### src/rtl/alu_exec_unit.sv
// Execute-stage ALU: single-entry stage with valid/ready handshakes on both sides.
// Define ALU_EXEC_MUL_EN to build the iterative shift-add multiplier (opcode 1000).
module alu_exec_unit #(
    parameter int XLEN  = 32,
    parameter int TAG_W = 5
) (
    input  logic             clk,
    input  logic             rst,
    input  logic             flush,
    input  logic             in_valid,
    output logic             in_ready,
    input  logic [3:0]       operation,
    input  logic [XLEN-1:0]  op_a,
    input  logic [XLEN-1:0]  op_b,
    input  logic [TAG_W-1:0] tag_in,
    output logic             out_valid,
    input  logic             out_ready,
    output logic [XLEN-1:0]  result,
    output logic             zero,
    output logic             illegal,
    output logic [TAG_W-1:0] tag_out
);
    localparam logic [3:0] OP_AND = 4'b0000;
    localparam logic [3:0] OP_OR  = 4'b0001;
    localparam logic [3:0] OP_ADD = 4'b0010;
    localparam logic [3:0] OP_SUB = 4'b0110;

    logic             out_valid_q, out_valid_d;
    logic [XLEN-1:0]  result_q, result_d;
    logic             zero_q, zero_d;
    logic             illegal_q, illegal_d;
    logic [TAG_W-1:0] tag_q, tag_d;
    logic             busy;
    logic             accept;

`ifdef ALU_EXEC_MUL_EN
    localparam logic [3:0] OP_MUL = 4'b1000;
    localparam int         CNT_W  = $clog2(XLEN);

    typedef enum logic {IDLE, MUL_BUSY} state_e;

    state_e           state_q, state_d;
    logic [CNT_W-1:0] cnt_q, cnt_d;
    logic [XLEN-1:0]  mcand_q, mcand_d;
    logic [XLEN-1:0]  mplier_q, mplier_d;
    logic [XLEN-1:0]  acc_q, acc_d;
    logic [XLEN-1:0]  acc_next;

    assign busy     = (state_q == MUL_BUSY);
    assign acc_next = acc_q + (mplier_q[0] ? mcand_q : '0);
`else
    assign busy = 1'b0;
`endif

    assign in_ready = !rst && !flush && !busy && (!out_valid_q || out_ready);
    assign accept   = in_valid && in_ready;

    always_comb begin
        // NOTE: every _d starts from its _q, so no branch below can infer a latch.
        out_valid_d = out_valid_q;
        result_d    = result_q;
        zero_d      = zero_q;
        illegal_d   = illegal_q;
        tag_d       = tag_q;
`ifdef ALU_EXEC_MUL_EN
        state_d  = state_q;
        cnt_d    = cnt_q;
        mcand_d  = mcand_q;
        mplier_d = mplier_q;
        acc_d    = acc_q;
`endif
        if (flush) begin
            out_valid_d = 1'b0;
`ifdef ALU_EXEC_MUL_EN
            state_d = IDLE;
            cnt_d   = '0;
`endif
        end else begin
            if (out_valid_q && out_ready) out_valid_d = 1'b0;

            if (accept) begin
                out_valid_d = 1'b1;
                illegal_d   = 1'b0;
                tag_d       = tag_in;
                case (operation)
                    OP_AND: result_d = op_a & op_b;
                    OP_OR:  result_d = op_a | op_b;
                    OP_ADD: result_d = op_a + op_b;
                    OP_SUB: result_d = op_a - op_b;
`ifdef ALU_EXEC_MUL_EN
                    OP_MUL: begin
                        out_valid_d = 1'b0;
                        state_d     = MUL_BUSY;
                        cnt_d       = '0;
                        mcand_d     = op_a;
                        mplier_d    = op_b;
                        acc_d       = '0;
                    end
`endif
                    default: begin
                        result_d  = '0;
                        illegal_d = 1'b1;
                    end
                endcase
                zero_d = (result_d == '0);
            end

`ifdef ALU_EXEC_MUL_EN
            // One multiplier bit per cycle; the last step writes straight into the result.
            if (busy) begin
                acc_d    = acc_next;
                mcand_d  = mcand_q << 1;
                mplier_d = mplier_q >> 1;
                cnt_d    = cnt_q + 1'b1;
                if (cnt_q == CNT_W'(XLEN - 1)) begin
                    result_d    = acc_next;
                    zero_d      = (acc_next == '0);
                    illegal_d   = 1'b0;
                    out_valid_d = 1'b1;
                    state_d     = IDLE;
                    cnt_d       = '0;
                end
            end
`endif
        end
    end

    // NOTE: sequential state uses non-blocking assignments so all flops see pre-edge values.
    always_ff @(posedge clk) begin
        if (rst) begin
            out_valid_q <= 1'b0;
            result_q    <= '0;
            zero_q      <= 1'b0;
            illegal_q   <= 1'b0;
            tag_q       <= '0;
`ifdef ALU_EXEC_MUL_EN
            state_q  <= IDLE;
            cnt_q    <= '0;
            mcand_q  <= '0;
            mplier_q <= '0;
            acc_q    <= '0;
`endif
        end else begin
            out_valid_q <= out_valid_d;
            result_q    <= result_d;
            zero_q      <= zero_d;
            illegal_q   <= illegal_d;
            tag_q       <= tag_d;
`ifdef ALU_EXEC_MUL_EN
            state_q  <= state_d;
            cnt_q    <= cnt_d;
            mcand_q  <= mcand_d;
            mplier_q <= mplier_d;
            acc_q    <= acc_d;
`endif
        end
    end

    assign out_valid = out_valid_q;
    assign result    = result_q;
    assign zero      = zero_q;
    assign illegal   = illegal_q;
    assign tag_out   = tag_q;

endmodule
### config.mk
export PLATFORM = sky130hd
export DESIGN_NAME = alu_exec_unit
export DESIGN_NICKNAME = d
export VERILOG_FILES = /design/src/rtl/alu_exec_unit.sv
export SDC_FILE = /design/constraint.sdc
export NUM_CORES = 1
export LEC_CHECK = 0
export BUFFER_PORTS_ARGS = -buffer_cell sky130_fd_sc_hd__buf_2
export CAP_MARGIN = 20
export CORE_MARGIN = 10
export CORE_UTILIZATION = 50
export CTS_CLUSTER_DIAMETER = 100
export DETAILED_ROUTE_END_ITERATION = 8
export HOLD_SLACK_MARGIN = 0.15
export PLACE_DENSITY = 0.79
export SLEW_MARGIN = 20
export SYNTH_ARGS = -nofsm -noshare
export SYNTH_HDL_FRONTEND = slang
export SYNTH_SLANG_ARGS = --single-unit
### constraint.sdc
create_clock -name clk -period 4.4 [get_ports clk]
set_clock_uncertainty 0.1 [all_clocks]
set_input_delay 0.44 -clock clk [delete_from_list [all_inputs] [get_ports clk]]
set_output_delay 0.44 -clock clk [all_outputs]
set_load 0.02 [all_outputs]
Word level (Yosys, flattened, before mapping) --
Cells that the tools add are included.
Cells by class: multiplexer cells 6, bitwise logic cells 3, reduce and logical (&&, ||, !) cells 14, equal/unequal tests 3, add/sub/neg operators 2
Operators with widths (number):
- $pmux 32 s4 | 1
- $mux 32 | 2
- $add 32x32->32 | 1
- $and 32x32->32 | 1
- $logic_not 32->1 | 1
- $or 32x32->32 | 1
- $sub 32x32->32 | 1
- $eq 4x1->1 const B | 1
- $eq 4x2->1 const B | 1
- $eq 4x3->1 const B | 1
- $logic_and 1x1->1 | 4
- $logic_not 4->1 | 1
- $reduce_or 4->1 | 1
- $logic_not 1->1 | 3
- $mux 1 | 3
- $reduce_and 2->1 | 1
- $reduce_bool 2->1 | 1
- $reduce_or 2->1 | 1
- $logic_or 1x1->1 | 1
- $not 1->1 | 1
Word-level totals: register bits 40, output and inout port bits 41, word-level logic and storage cells 33, input port bits 78

Depth between registers and ports, before layout --
depth in word-level cells 7, mapped depth 22

Least setup slack after synthesis --
OpenSTA, ideal clock, no wires.
path kind input -> register, from in operation[3], to reg zero_q, in the netlist zero, setup slack -0.441 ns, buffers on the path 5, data arrival time 4.625 ns, stages 20, cells stage by stage nor2_1 -> and2_1 -> clkbuf_1 -> clkbuf_1 -> clkbuf_1 -> buf_2 -> and2_0 -> clkbuf_1 -> a21oi_1 -> xnor2_1 -> ha_1 -> nand2_1 -> nor3_1 -> o41ai_4 -> o31a_1 -> o311a_1 -> and4_1 -> nand4_1 -> and4b_1 -> a31o_1
On the way: cells in the longest elaborated chain, start to end 5, elaborated cells on any way between the ends 8
Ends and longest elaborated chain:
- start: declaration | RTL line 12 | input logic [3:0] operation,
- $eq 4x3->1 (tied with other cells) | RTL line 85 | case (operation)
- $pmux 32 s4 (*) | RTL line 85
- $mux 32 (*) | RTL line 81 | if (accept) begin
- $mux 32 (*) | RTL line 72 | if (flush) begin
- $logic_not 32->1 (*) | RTL line 105 | zero_d = (result_d == '0);
- end signal: assignment | RTL line 146 | zero_q <= zero_d;
- end: declaration | RTL line 30 | logic zero_q, zero_d;
Every way passes the cells marked *; elsewhere a longest branch is shown, timed or not. The select of a mux whose other input is x is not followed. A chain may end at the register's enable or synchronous reset.

Final worst setup path --
from in op_b[4], to reg zero_q, in the netlist zero
On the way: cells in the longest elaborated chain, start to end 5, elaborated cells on any way between the ends 8
Ends and longest elaborated chain:
- start: declaration | RTL line 14 | input logic [XLEN-1:0] op_b,
- $sub 32x32->32 (tied with other cells) | RTL line 89 | OP_SUB: result_d = op_a - op_b;
- $pmux 32 s4 (*) | RTL line 85
- $mux 32 (*) | RTL line 81
- $mux 32 (*) | RTL line 72
- $logic_not 32->1 (*) | RTL line 105
Marks and branches as above.

==> metrics <==
register area share after synthesis=17.1%; worst r2r dst=result[5]; # hold bufs at CTS=0; Slew HR=30.1%; Nets=949; I/O pins=119; Port Buf Inserts=118; post-synthesis area per instance=7.38 um^2; RSZ-0062 raised after global routing=yes; critical path type=in2reg; drt via density=6.01; Worst R2R Setup Slack=2070 ps; Initial Util=51.0%; global route overflow=0; top-area cell type share of the netlist area=17.1%; post-route total power=1.49 mW; CORE AREA=9200 um^2; crit path from=op_b[4]; worst hold path type=in2reg; placed inst area=6090 um^2; EDFF count, synth=0; proportion of layout cells with a drive suffix above 1=34.6%; # setup viols final=0; # placed instances=933; Peak VDD IR=0.171 mV; DIE AREA=13600 um^2; Tcrit/Tclk final=99.7%; Die W=117 um; Final Hold Fails=0; most common cell after layout, fill and taps aside=buf_2; Crit. End Element=register; antenna-violating nets left=0; Yosys top cell by area=dfxtp_1; first-pass GRT wire length=26.6 mm; num rows=35; min Tclk post-route=4390 ps; Hold Path Depth=2; final core occ=70.2%; ys flop type=dfxtp_1; Slowest-stage cell, CP=or4_4; largest net degree at the start of global routing=63; vias in the first global route=5640; Slew @ Worst Pin=1050 ps; Post-Syn Area=4690 um^2; clock sink count=40; reg-to-reg critical path startpoint=out_valid; Seq cells post-synth=40; ANT cells=0; non-filler cells, final=948; most frequent cells in the layout=117 x buf_2, 110 x buf_4, 65 x nor2_1, 65 x nand2_1, 49 x a21oi_1; Worst EP arrival=4480 ps; per-cell routed wire length=18.2 um; Die Y=117 um; Setup crit end=zero; FF-to-FF path depth=6; Setup TNS=0 ps; clk_lat worst skew=290 ps; switching share of power=38.3%; internal power=0.920 mW; yosys warns=0; Max FO, Critical Path=4; RD Place Congestion=0.968; Area Overhead vs Synth=37.7%; Syn Nets=748; WL final=17.2 mm; initial detailed-routing violation count=439; Max Transition Viols Final=0; htree depth=2; clock slew at reported path FFs=80 ps; antenna violations before repair=0; cells after synthesis=635; status=completed; share of power burned in registers=26.0%; P_leak=2.84 nW; clk buf depth=2; GRT Resource Usage Total=23.7%; Max-cap violations=0; slowest stage delay, CP=550 ps; CTS tree=done; CP Data Required Time=4500 ps; Pwr per Cell Area=231 nW/um^2; CTS Buf Count=5; ys async rst share=0%; placed wire-length estimate=13.6 mm; DR vias=5693; Clk pwr share=19.8%; unique cell type count in the Yosys netlist=69; DR DRC count=0; highest clock rate=228 MHz; nature of the critical path startpoint=input pin; Synth area leaders=dfxtp_1 17%, ha_1 9.1%, a21oi_1 6.2%, xnor2_1 6.0%, maj3_1 5.6%; NetSw=0.572 mW; combinational share of power=54.2%; Root Buffer=clkbuf_8; CP cell instances=buf_6 > or4_4 > nor4_4 > nand3_2 > or4_4 > o31ai_4 > xor2_2 > ha_4 > a21o_1 > a311oi_2 > nand2_1 > o21a_2 > buf_6 > a221oi_4 > xnor2_1 > a22oi_1 > and4_1 > a31o_1; Final Cell Area=6450 um^2; DRT Pass-1 Iters=5
worst max-delay path: cells and delay by family:
| kind | cells | cell delay, ps |
|---|---|---|
| AOI/OAI and AO/OA | 7 | 1490 |
| xor gates and xnor gates | 2 | 360 |
| adders and majority gates | 1 | 240 |
| buffers and inverters | 2 | 220 |
| and+or+nand+nor | 6 | 1730 |
cell usage after synthesis (all sizes together), types with 3 or more instances:
master / number
a2111oi: 3
a211oi: 30
a21o: 8
a21oi: 58
a221oi: 4
a22oi: 17
a311oi: 4
a31oi: 6
and2: 8
and4: 3
buf: 3
clkbuf: 33
dfxtp: 40
ha: 34
inv: 14
maj3: 26
mux2i: 3
nand2: 67
nand2b: 8
nand3: 11
nand4: 10
nor2: 67
nor2b: 4
nor3: 18
nor4: 5
o211ai: 6
o21a: 5
o21ai: 36
o21bai: 3
o31ai: 6
o41ai: 3
or3: 7
or4: 4
xnor2: 32
xor2: 20
flip-flops by register name, summed over array words and instances (netlist names):
signal / count
result: 32
tag_out: 5
illegal: 1
out_valid: 1
zero: 1
power groups by stage:
stage	Combinational (mW)	Clock (mW)	Sequential [mW]
6_report	0.808	0.296	0.389
5_1_grt	0.875	0.315	0.390
3_3_place_gp	0.726	0	0.395
2_1_floorplan	0.423	0	0.416
3_5_place_dp	0.744	0	0.397
4_1_cts	0.773	0.298	0.388
metrics by stage:
stage | setup slack [ps] | hold WS (ps)
4_1_cts | -38.1 | 227
6_report | 13.7 | 232
5_1_grt | -172 | 224
3_3_place_gp | -266 | 339
2_1_floorplan | 5.50 | 419
3_5_place_dp | -457 | 348
worst min-delay path by stage:
stage	startpoint	to
2_1_floorplan	flush	out_valid
3_3_place_gp	tag_out[4]	tag_out[4]
3_5_place_dp	tag_out[0]	tag_out[0]
4_1_cts	flush	out_valid
5_1_grt	flush	out_valid
6_report	flush	out_valid
routing by layer:
layer	GRT usage [%]	wire length (um)
met5	0	0
met4	8.07	477
met3	4.54	1330
met2	41.2	8170
met1	28.5	7250
what timing repair did:
action	CTS	global route
gates resized for setup	27	20
pin swaps	11	13
setup endpoints to repair	4	9
setup buffers	6	1
logic make-up after synthesis:
kind of cell / Yosys count / share of synthesized area [%]
compound gates: 209 / 30.6
xor+xnor: 52 / 9.71
fa+ha+maj: 61 / 15.1
buf+inv: 50 / 4.06
flops: 40 / 17.1
mux: 3 / 0.641
simple gates: 220 / 22.9
cell type report:
type,instances,area [um^2]
Inverter,14,52.6
Timing Repair Buffer,230,1450
Clock inverter,3,42.5
Clock buffer,5,68.8
Fill cell,761,2740
Sequential cell,40,801
Tap cell,111,139
Multi-Input combinational cell,545,3910
No activity file was read; power rests on OpenSTA's default activity.
